File: src/rtl/hazard_detect_pkg.sv
// hazard_detect_pkg
//   Shared definitions for the hazard detection slice: register index width,
//   the hazard FSM state encodings and the LOAD opcode used upstream to
//   derive ex_is_load.
package hazard_detect_pkg;

    // Register file index width (32 architectural registers).
    localparam int REG_ADDR_W = 5;

    // Hazard FSM state encodings (kept as plain constants for compatibility
    // with the existing decode of the debug bus).
    typedef logic [1:0] hz_state_t;
    localparam hz_state_t ST_IDLE   = 2'd0;
    localparam hz_state_t ST_STALL  = 2'd1;
    localparam hz_state_t ST_SHADOW = 2'd2;

    // RV32I LOAD major opcode; the execute stage compares against this to
    // produce ex_is_load.
    localparam logic [6:0] OPC_LOAD = 7'b0000011;

    function automatic int max2(input int a, input int b);
        return (a > b) ? a : b;
    endfunction

endpackage

File: src/rtl/hazard_detect_sat_counter.sv
// sat_counter
//   Saturating up-counter with synchronous clear, used for debug event
//   counters.
// Ports:
//   clk  in   clock
//   clr  in   synchronous clear (highest priority)
//   inc  in   count enable; ignored once q is all-ones
//   q    out  current count
module sat_counter
    import hazard_detect_pkg::*;
#(
    parameter int W = 16
) (
    input  logic         clk,
    input  logic         clr,
    input  logic         inc,
    output logic [W-1:0] q
);

    // NOTE: sequential state is updated with non-blocking assignments so all
    // flops sample their inputs from the same pre-edge values.
    always_ff @(posedge clk) begin
        if (clr) begin
            q <= '0;
        end else if (inc && (q != '1)) begin
            q <= q + 1'b1;
        end
    end

endmodule

File: src/rtl/hazard_detect.sv
// hazard_detect
//   Producer side of the pipeline halt interface. Detects taken branches and
//   load-use hazards from the decode/execute fields, issues a one-cycle
//   branch_en pulse or a load_stall request (registered, one cycle after the
//   qualifying inputs), and suppresses new requests during the branch shadow.
// Ports:
//   clk, rst_n         clock, synchronous active-low reset
//   dec_*              decode-stage valid, source registers and usage flags
//   ex_*               execute-stage valid, load flag, destination, taken branch
//   halt_exec          execute stage halted this cycle
//   branch_en          branch flush pulse to the halt controller
//   load_stall         hold fetch/decode and bubble execute
//   busy               FSM not in IDLE
//   branch_cnt         saturating count of branch_en pulses
//   stall_cnt          saturating count of load_stall cycles
module hazard_detect #(
    parameter int REG_ADDR_W        = hazard_detect_pkg::REG_ADDR_W,
    parameter int LOAD_STALL_CYCLES = 1,
    parameter int BRANCH_SHADOW     = 4,
    parameter int CNT_W             = 16
) (
    input  logic                  clk,
    input  logic                  rst_n,
    input  logic                  dec_valid,
    input  logic [REG_ADDR_W-1:0] dec_rs1,
    input  logic [REG_ADDR_W-1:0] dec_rs2,
    input  logic                  dec_use_rs1,
    input  logic                  dec_use_rs2,
    input  logic                  ex_valid,
    input  logic                  ex_is_load,
    input  logic [REG_ADDR_W-1:0] ex_rd,
    input  logic                  ex_branch_taken,
    input  logic                  halt_exec,
    output logic                  branch_en,
    output logic                  load_stall,
    output logic                  busy,
    output logic [CNT_W-1:0]      branch_cnt,
    output logic [CNT_W-1:0]      stall_cnt
);

    import hazard_detect_pkg::*;

    // The down-counter only ever holds (length - 1), so it needs enough bits
    // for max(BRANCH_SHADOW, LOAD_STALL_CYCLES) - 1.
    localparam int CNT_MAX = max2(BRANCH_SHADOW, LOAD_STALL_CYCLES);
    localparam int CW      = (CNT_MAX > 2) ? $clog2(CNT_MAX) : 1;

    localparam logic [CW-1:0] SHADOW_LOAD = CW'(BRANCH_SHADOW - 1);
    localparam logic [CW-1:0] STALL_LOAD  = CW'(LOAD_STALL_CYCLES - 1);

    hz_state_t      state, state_nx;
    logic [CW-1:0]  cnt, cnt_nx;
    logic           branch_nx, stall_nx;
    logic           br_hit, lu_hit;
    logic           rs1_match, rs2_match;

    // x0 is hard-wired to zero, so a load targeting it creates no dependency.
    assign rs1_match = dec_use_rs1 && (dec_rs1 == ex_rd);
    assign rs2_match = dec_use_rs2 && (dec_rs2 == ex_rd);

    assign br_hit = ex_valid && ex_branch_taken && !halt_exec;
    assign lu_hit = dec_valid && ex_valid && ex_is_load && !halt_exec &&
                    (ex_rd != '0) && (rs1_match || rs2_match);

    // NOTE: every combinational output gets a default first so no path leaves
    // it unassigned, which would otherwise infer a latch.
    always_comb begin
        state_nx  = state;
        cnt_nx    = cnt;
        branch_nx = 1'b0;
        stall_nx  = 1'b0;
        case (state)
            ST_IDLE: begin
                // Branch wins over load-use: the flush kills the dependent
                // instruction, so stalling it would be wasted.
                if (br_hit) begin
                    branch_nx = 1'b1;
                    state_nx  = ST_SHADOW;
                    cnt_nx    = SHADOW_LOAD;
                end else if (lu_hit) begin
                    stall_nx = 1'b1;
                    if (STALL_LOAD != '0) begin
                        state_nx = ST_STALL;
                        cnt_nx   = STALL_LOAD;
                    end
                end
            end
            ST_STALL: begin
                if (br_hit) begin
                    branch_nx = 1'b1;
                    state_nx  = ST_SHADOW;
                    cnt_nx    = SHADOW_LOAD;
                end else if (cnt == '0) begin
                    state_nx = ST_IDLE;
                end else begin
                    stall_nx = 1'b1;
                    cnt_nx   = cnt - 1'b1;
                end
            end
            ST_SHADOW: begin
                // Instructions seen here are being flushed; ignore them.
                if (cnt == '0) begin
                    state_nx = ST_IDLE;
                end else begin
                    cnt_nx = cnt - 1'b1;
                end
            end
            default: begin
                state_nx = ST_IDLE;
                cnt_nx   = '0;
            end
        endcase
    end

    always_ff @(posedge clk) begin
        if (!rst_n) begin
            state      <= ST_IDLE;
            cnt        <= '0;
            branch_en  <= 1'b0;
            load_stall <= 1'b0;
        end else begin
            state      <= state_nx;
            cnt        <= cnt_nx;
            branch_en  <= branch_nx;
            load_stall <= stall_nx;
        end
    end

    assign busy = (state != ST_IDLE);

    sat_counter #(.W(CNT_W)) u_branch_cnt (
        .clk (clk),
        .clr (!rst_n),
        .inc (branch_en),
        .q   (branch_cnt)
    );

    sat_counter #(.W(CNT_W)) u_stall_cnt (
        .clk (clk),
        .clr (!rst_n),
        .inc (load_stall),
        .q   (stall_cnt)
    );

endmodule
File: config.mk
export PLATFORM = sky130hd
export DESIGN_NAME = hazard_detect
export DESIGN_NICKNAME = d
export VERILOG_FILES = /design/src/rtl/hazard_detect_pkg.sv /design/src/rtl/hazard_detect_sat_counter.sv /design/src/rtl/hazard_detect.sv
export SDC_FILE = /design/constraint.sdc
export NUM_CORES = 1
export LEC_CHECK = 0
export CORE_ASPECT_RATIO = 0.6
export CORE_MARGIN = 2
export CORE_UTILIZATION = 50
export CTS_CLUSTER_DIAMETER = 60
export DETAILED_ROUTE_END_ITERATION = 12
export HOLD_SLACK_MARGIN = 0.1
export PLACE_DENSITY = 0.85
export SETUP_SLACK_MARGIN = 0.2
export SLEW_MARGIN = 20
export SYNTH_ARGS = -nofsm -noshare
export SYNTH_HDL_FRONTEND = slang
export SYNTH_SLANG_ARGS = --single-unit
File: constraint.sdc
create_clock -name clk -period 4.9 [get_ports clk]
set_input_delay 0.98 -clock clk [delete_from_list [all_inputs] [get_ports clk]]
set_output_delay 0.98 -clock clk [all_outputs]
set_load 0.03 [all_outputs]
==> impl_results.md, run 1 <==
* Outcome: finished, final reports clean
* Simple-gate share of the synthesized area at 0.3461
* Final Setup Violations at 0
* Worst-skew pair later-pin latency at 0.29 ns
* Vias in the first global route at approximately 1700
* Worst EP arrival at 1.59 ns
* Crit path from: state[1]$_SDFFE_PN0P_
* GR Util met3 at 0.06457
* Compound-Gate Fraction of Synth Area at 0.08333
* Worst r2r src: u_branch_cnt.q[12]$_SDFFE_PN0P_
* Leakage at 0.0009777 µW
* Ant. Diodes at 0
* Top cell type's share of synthesized area at 0.3868
* Placed cells at roughly 330
* Combinational share of power at 0.076
* Number of remaining DRC errors at 0
* Critical path fanouts, max at 6
* Post-synthesis sequential area ratio at 0.3868
* Routed len/inst at between 10 and 15 µm
* DP Area at about 2600 µm²
* Initial Utilization at 0.5284
* Mapped Area at between 1500 and 2000 µm²
* Number of port buffers at 58
* Critical Path Sink: busy
* CTS clk-pin slew, worst paths at 0.08 ns
* Fmax at 389.6 MHz
* Area contributors post-synth: dfxtp_1, xor2_1, nor2_1
* Pins Over Slew Limit at 0
* Mux contribution to synthesized area at 0.01018
* Post-route cell area at roughly 2700 µm²
* # nets final at 319
* Xor and xnor area share after synthesis at 0.1425
* Initial antenna violation count at 0
* Tightest Pin Transition at 0.9749 ns
* # clock sinks at 38
* Setup CP Type: reg2out
* First-pass GRT wire length at approximately 7800 µm
* CP endpoint kind: output port
* H-tree levels at 2
* Leading area contributor after synthesis: dfxtp_1
* Synth Area in Adders at 0.01781
* Root buffer cell: clkbuf_8
* IO Pins at 59
* Final Hold Fails at 0
* PD cells at 216.7 nW/µm²
* Die area at 4468 µm²
* Clock network power share at 0.389
* Yosys warns at 0
* Starting DRT DRC Count at 160
* Int Power at around 450 µW
* Total CTS buffers at 5
* Part of the power in registers at 0.535
* Post-synth EDFFs at 0
* Placer Congestion at 0.8370
* Post-DP HPWL at roughly 3600 µm
* FILL cells at 287
* Largest net degree at the start of global routing at 32
* Count of cell types in the netlist at 41
* Synth Net Count at 257
* RSZ-0062 raised after global routing: false
* M2 GR Usage at 0.3477
* Die Wd at between 80 and 90 µm
* Asr flop ratio synth at 0
* Average size of a mapped cell at 8.515 µm²
* Gr busiest metal: met2
* Hold Path Class: reg2reg
* Layout Skew at 0.006551 ns
* Final worst-path setup slack at 2.333 ns
* Register Area at ~760 µm²
* Number of buffers and inverters on the critical path at 1
* Cts hold-fix bufs at 0
* Yosys reg bits at 38
* Max-cap check violation count at 0
* Post-CTS Setup Inserts at 0
* Crit path depth at 2
* Worst Path Required at 3.92 ns
* Post-Syn Instances at 231
* Clock Tree Buf Depth at 2
* Vias at 1915
* Pre-CTS setup slack at 2.131 ns
* Syn-to-layout area delta at 36.77%
* Switch share at 0.2303
* Crit share post-route at 0.5239
* Total core area at 3722 µm²
* Net switching power at 134.2 µW
* Total grt overflow at 0
* Post-cts sizing count at 0
* Multi-input gate area at 1180 µm²
* CTS tree: built
* Cell Count, Final, Fillers Out at 341
* Fraction of layout cells with a size suffix above 1 at 0.05442
* Main synth FF type: dfxtp_1
* Reg2reg end: u_branch_cnt.q[1]$_SDFFE_PN0P_
* Die Y at 52.58 µm
* Routed Antenna Nets at 0
* Reg2Reg Depth at 5
* R2R setup slack at 2.99 ns
* Most instantiated cells after synthesis: dfxtp_1, nor2_1, nand2_1, xor2_1, xnor2_1
* Maximum vdd drop at 141.9 µV
* Met1 Usage GRT at 0.3133
* Largest family of logic cells by synthesized area: simple AND/OR/NAND/NOR gates
* CP max stage delay at 0.60 ns
* Slowest cell on the critical path: clkdlybuf4s50_1
* Max transition margin at 0.3494
* Top-count cell post-synth: dfxtp_1
* Routed vias/inst at 5.616
* All-layer global routing usage at 0.2281
* Setup tns final at 0 ns
* Startpoint class of the critical path: flip-flop
* Cell Chain, Critical Path: or2_2 > clkdlybuf4s50_1
* # rows at 17
* Final min period at roughly 2.6 ns
* DRT Wirelength at just under 5000 µm
* Family with the most delay on the worst path: buffers and inverters
* Drt pass-1 iters at 5
-- worst register-to-register path, delay by kind of cell (launching register included) --
family           cells  cell delay (ns)
and+or+nand+nor      4             1.09
muxes                1             0.21
DFF                  1             0.48
-- cells in the final DEF, fill, tap and decap left out, types with 4 or more instances in the layout --
| cell type | n |
|---|---|
| nand3_1 | 12 |
| nor3_1 | 11 |
| or3_1 | 4 |
| clkbuf_8 | 6 |
| xnor2_1 | 13 |
| and3_1 | 6 |
| nor4_1 | 6 |
| nor2_1 | 36 |
| nand2_1 | 19 |
| nand4_1 | 8 |
| xor2_1 | 19 |
| o21ai_0 | 11 |
| dfxtp_1 | 38 |
| inv_1 | 4 |
| a21oi_1 | 5 |
| clkdlybuf4s50_1 | 58 |
-- area by class of cell --
cell class                      count  share of cell area
Sequential cell                    38              0.2828
Tap cell                           47             0.02186
Clock inverter                      2            0.004651
Inverter                            4            0.005581
Clock buffer                        6             0.03070
Multi-Input combinational cell    186              0.4386
Timing Repair Buffer               58              0.2158
-- power by group through the flow --
stage	clock network [µW]	registers [µW]	logic, µW
final	227	312	44.0
after global routing	246	312	47.6
after CTS	230	312	44.5
after detailed placement	0	319	44.4
after global placement	0	319	43.3
after floorplan	0	320	16.7
-- per-stage QoR --
step                power [µW]  utilization  hold WS, ns
floorplan                336.7            -       0.5110
global placement         362.5       0.6971       0.5126
detailed placement       363.5       0.6971       0.5190
CTS                      586.2       0.7227       0.5396
global route             605.8       0.7227       0.5726
finish                   582.9       0.7227       0.5492
-- cell families after synthesis --
| family | count (synthesis) |
|---|---|
| compound gates | 27 |
| xor+xnor | 32 |
| fa+ha+maj | 3 |
| buf+inv | 7 |
| mux | 2 |
| simple gates | 122 |
| flops | 38 |
-- how the worst min path moves through the flow --
stage,start,end,cells past startpoint
floorplan,cnt[1]$_SDFFE_PN0P_,cnt[0]$_SDFFE_PN0P_,2
CTS,u_branch_cnt.q[6]$_SDFFE_PN0P_,u_branch_cnt.q[6]$_SDFFE_PN0P_,1
global route,u_branch_cnt.q[15]$_SDFFE_PN0P_,u_branch_cnt.q[15]$_SDFFE_PN0P_,1
finish,u_branch_cnt.q[6]$_SDFFE_PN0P_,u_branch_cnt.q[6]$_SDFFE_PN0P_,1
detailed placement,u_branch_cnt.q[6]$_SDFFE_PN0P_,u_branch_cnt.q[6]$_SDFFE_PN0P_,1
global placement,u_branch_cnt.q[6]$_SDFFE_PN0P_,u_branch_cnt.q[6]$_SDFFE_PN0P_,1
-- registers in the layout (all words and copies together) (netlist names) --
signal	cells
u_branch_cnt.q	16
state	2
cnt	2
load_stall	1
branch_en	1
u_stall_cnt.q	16
-- layer usage --
metal / vias up / routed length (µm)
li1: 953 / -
met1: 872 / 2236
met2: 81 / 2098
met3: 9 / 442
met4: 0 / 46
met5: - / 0
Note: power is estimated with default switching activity, not from simulation.
==> run 2, diff against run 1 <==
Settings changed: CORE_UTILIZATION 50 to 42, PLACE_DENSITY 0.85 to 0.76.
Clock period 4.9 ns to 2.2 ns, I/O delays scaled along.
==> run 2 against run 1 <==
- worst setup slack got worse by 2.0 ns
- largest power group unchanged
- die area rose by 18%
- utilization fell by 12 points
- power rose by 110%
- first-iteration DRC count fell by 38%
- design area rose by 1.7%
- global-route usage fell by 4.5 points
- clock skew fell by 0.0029 ns
- clock power rose by 96%
- routed wire length fell by 1.7%
- sequential cell count did not move
==> impl_results.md, run 2 (synthesis results as in run 1) <==
* Placer Congestion at 0.8612 (was 0.8370)
* # rows at 19 (was 17)
* Die Y at 57.01 µm (was 52.58 µm)
* Tightest Pin Transition at 0.5810 ns (was 0.9749 ns)
* Clock Tree Buf Depth at 2 (unchanged)
* Outcome: finished, final reports clean (unchanged)
* Total CTS buffers at 5 (unchanged)
* First-pass GRT wire length at 7693 µm (was 7817 µm)
* Slowest cell on the critical path: clkdlybuf4s50_1 (unchanged)
* Multi-input gate area at 1186 µm² (was 1180 µm²)
* CP max stage delay at 0.72 ns (was 0.60 ns)
* # nets final at 324 (was 319)
* Ant. Diodes at 0 (unchanged)
* H-tree levels at 2 (unchanged)
* Final Setup Violations at 0 (unchanged)
* Commonest non-fill, non-tap cell in the layout: clkdlybuf4s50_1 (unchanged)
* FILL cells at 394 (was 287)
* Startpoint class of the critical path: flip-flop (unchanged)
* Starting DRT DRC Count at 100 (was 160)
* Reg2Reg Depth at 5 (unchanged)
* Largest net degree at the start of global routing at 13 (was 32)
* Fmax at 522.2 MHz
* Initial antenna violation count at 0 (unchanged)
* Root buffer cell: clkbuf_8 (unchanged)
* Number of buffers and inverters on the critical path at 1 (unchanged)
* Routed Antenna Nets at 0 (unchanged)
* Number of port buffers at 58 (unchanged)
* Syn-to-layout area delta at 39.12% (was 36.77%)
* PD cells at 454.7 nW/µm² (was 216.7 nW/µm²)
* Min-delay src: u_branch_cnt.q[15]$_SDFFE_PN0P_ (was u_branch_cnt.q[6]$_SDFFE_PN0P_)
* CTS tree: built (unchanged)
* Layout Skew at 0.003602 ns (was 0.006551 ns)
* Reg2reg end: u_branch_cnt.q[1]$_SDFFE_PN0P_ (unchanged)
* Setup CP Type: reg2out (unchanged)
* Critical path fanouts, max at 6 (unchanged)
* Cts hold-fix bufs at 0 (unchanged)
* Register Area at 760.7 µm² (unchanged)
* Routed len/inst at 13.13 µm (was 14.15 µm)
* Vias in the first global route at 1672 (was 1730)
* Crit share post-route at 0.8704
* IO Pins at 59 (unchanged)
* DRT Wirelength at 4740 µm (was 4824 µm)
* Setup tns final at 0 ns (unchanged)
* Maximum vdd drop at 262.5 µV (was 141.9 µV)
* Max transition margin at 0.6091 (was 0.3494)
* Vias at 1855 (was 1915)
* CTS clk-pin slew, worst paths at 0.07 ns (was 0.08 ns)
* Final Hold Fails at 0 (unchanged)
* Fraction of layout cells with a size suffix above 1 at 0.06376 (was 0.05442)
* Drt pass-1 iters at 4 (was 5)
* Total core area at 4541 µm² (was 3722 µm²)
* R2R setup slack at 0.40 ns (was 2.99 ns)
* Max-cap check violation count at 0 (unchanged)
* CP endpoint kind: output port (unchanged)
* Family with the most delay on the worst path: buffers and inverters (unchanged)
* Final min period at 1.915 ns
* Leakage at 0.001016 µW (was 0.0009777 µW)
* Worst Path Required at 1.76 ns (was 3.92 ns)
* Worst r2r src: u_branch_cnt.q[13]$_SDFFE_PN0P_ (was u_branch_cnt.q[12]$_SDFFE_PN0P_)
* Worst-skew pair later-pin latency at 0.28 ns (was 0.29 ns)
* Hold Path Cell Cnt at 1 (unchanged)
* Hold Path Class: reg2reg (unchanged)
* Pins Over Slew Limit at 0 (unchanged)
* Total Power at 1244 µW (was 582.9 µW)
* Die area at 5265 µm² (was 4468 µm²)
* Number of remaining DRC errors at 0 (unchanged)
* Post-DP HPWL at 3738 µm (was 3646 µm)
* Worst EP arrival at 1.47 ns (was 1.59 ns)
* Die Wd at 92.35 µm (was 84.97 µm)
* Initial Utilization at 0.4332 (was 0.5284)
* Hold Crit Endpoint: u_branch_cnt.q[15]$_SDFFE_PN0P_ (was u_branch_cnt.q[6]$_SDFFE_PN0P_)
* Most frequent cells in the layout: clkdlybuf4s50_1, dfxtp_1, nor2_1, nand2_1, xor2_1 (unchanged)
* Routed vias/inst at 5.139 (was 5.616)
* RSZ-0062 raised after global routing: false (unchanged)
* # clock sinks at 38 (unchanged)
* Biggest regs: u_branch_cnt.q x16, u_stall_cnt.q x16 (unchanged)
* Total grt overflow at 0 (unchanged)
* Cell Chain, Critical Path: clkdlybuf4s50_1 (was or2_2 > clkdlybuf4s50_1)
* All-layer global routing usage at 0.1829 (was 0.2281)
-- run 2: stage by stage --
stage,cell area [µm²],hold WS [ns],setup WS [ns],std cells,utilization
CTS,2728,0.5231,0.2480,361,0.6007
floorplan,1967,0.5110,0.3754,231,-
global placement,2653,0.5066,0.3818,354,0.5842
detailed placement,2653,0.5136,0.3538,354,0.5842
global route,2736,0.5546,0.2282,361,0.6026
finish,2736,0.5259,0.2851,361,0.6026
-- run 2: worst max path at each step --
stage / start / end / depth (start not counted)
final: u_stall_cnt.q[7]$_SDFFE_PN0P_ / stall_cnt[7] / 1
after global routing: u_branch_cnt.q[3]$_SDFFE_PN0P_ / branch_cnt[3] / 1
after CTS: u_branch_cnt.q[2]$_SDFFE_PN0P_ / branch_cnt[2] / 1
after detailed placement: ex_rd[0] / load_stall$_SDFF_PN0_ / 4
after global placement: ex_rd[0] / load_stall$_SDFF_PN0_ / 4
after floorplan: u_stall_cnt.q[0]$_SDFFE_PN0P_ / u_stall_cnt.q[14]$_SDFFE_PN0P_ / 6
-- run 2: layout make-up --
type	instances	share of cell area
multi-input cells	186	0.4335
flip-flops and latches	38	0.2780
repair buffers	63	0.2263
well taps	63	0.02881
clock buffers	7	0.02789
inverters	4	0.005487
-- run 2: power by group --
group	switching, µW	total, µW	leakage, µW	internal [µW]
Clock	228	446	0.0000383	218
Combinational	43.5	103	0.000671	59.3
Sequential	3.72	695	0.000306	691
Total	275	1240	0.00102	969
-- run 2: metal layers --
| metal | GRT usage | vias up | share of wire |
|---|---|---|---|
| met4 | 0.05544 | 0 | 0.0030 |
| li1 | - | 961 | - |
| met5 | 0 | - | 0 |
| met1 | 0.2676 | 833 | 0.52 |
| met2 | 0.2596 | 59 | 0.41 |
| met3 | 0.05548 | 2 | 0.061 |
-- run 2: repair_timing --
| action | 4_1_cts | 5_1_grt |
|---|---|---|
| endpoints found under the setup margin | 1 | 2 |
| gates resized for setup | 1 | 2 |
| pin swaps | 0 | 0 |
| setup buffers | 0 | 0 |
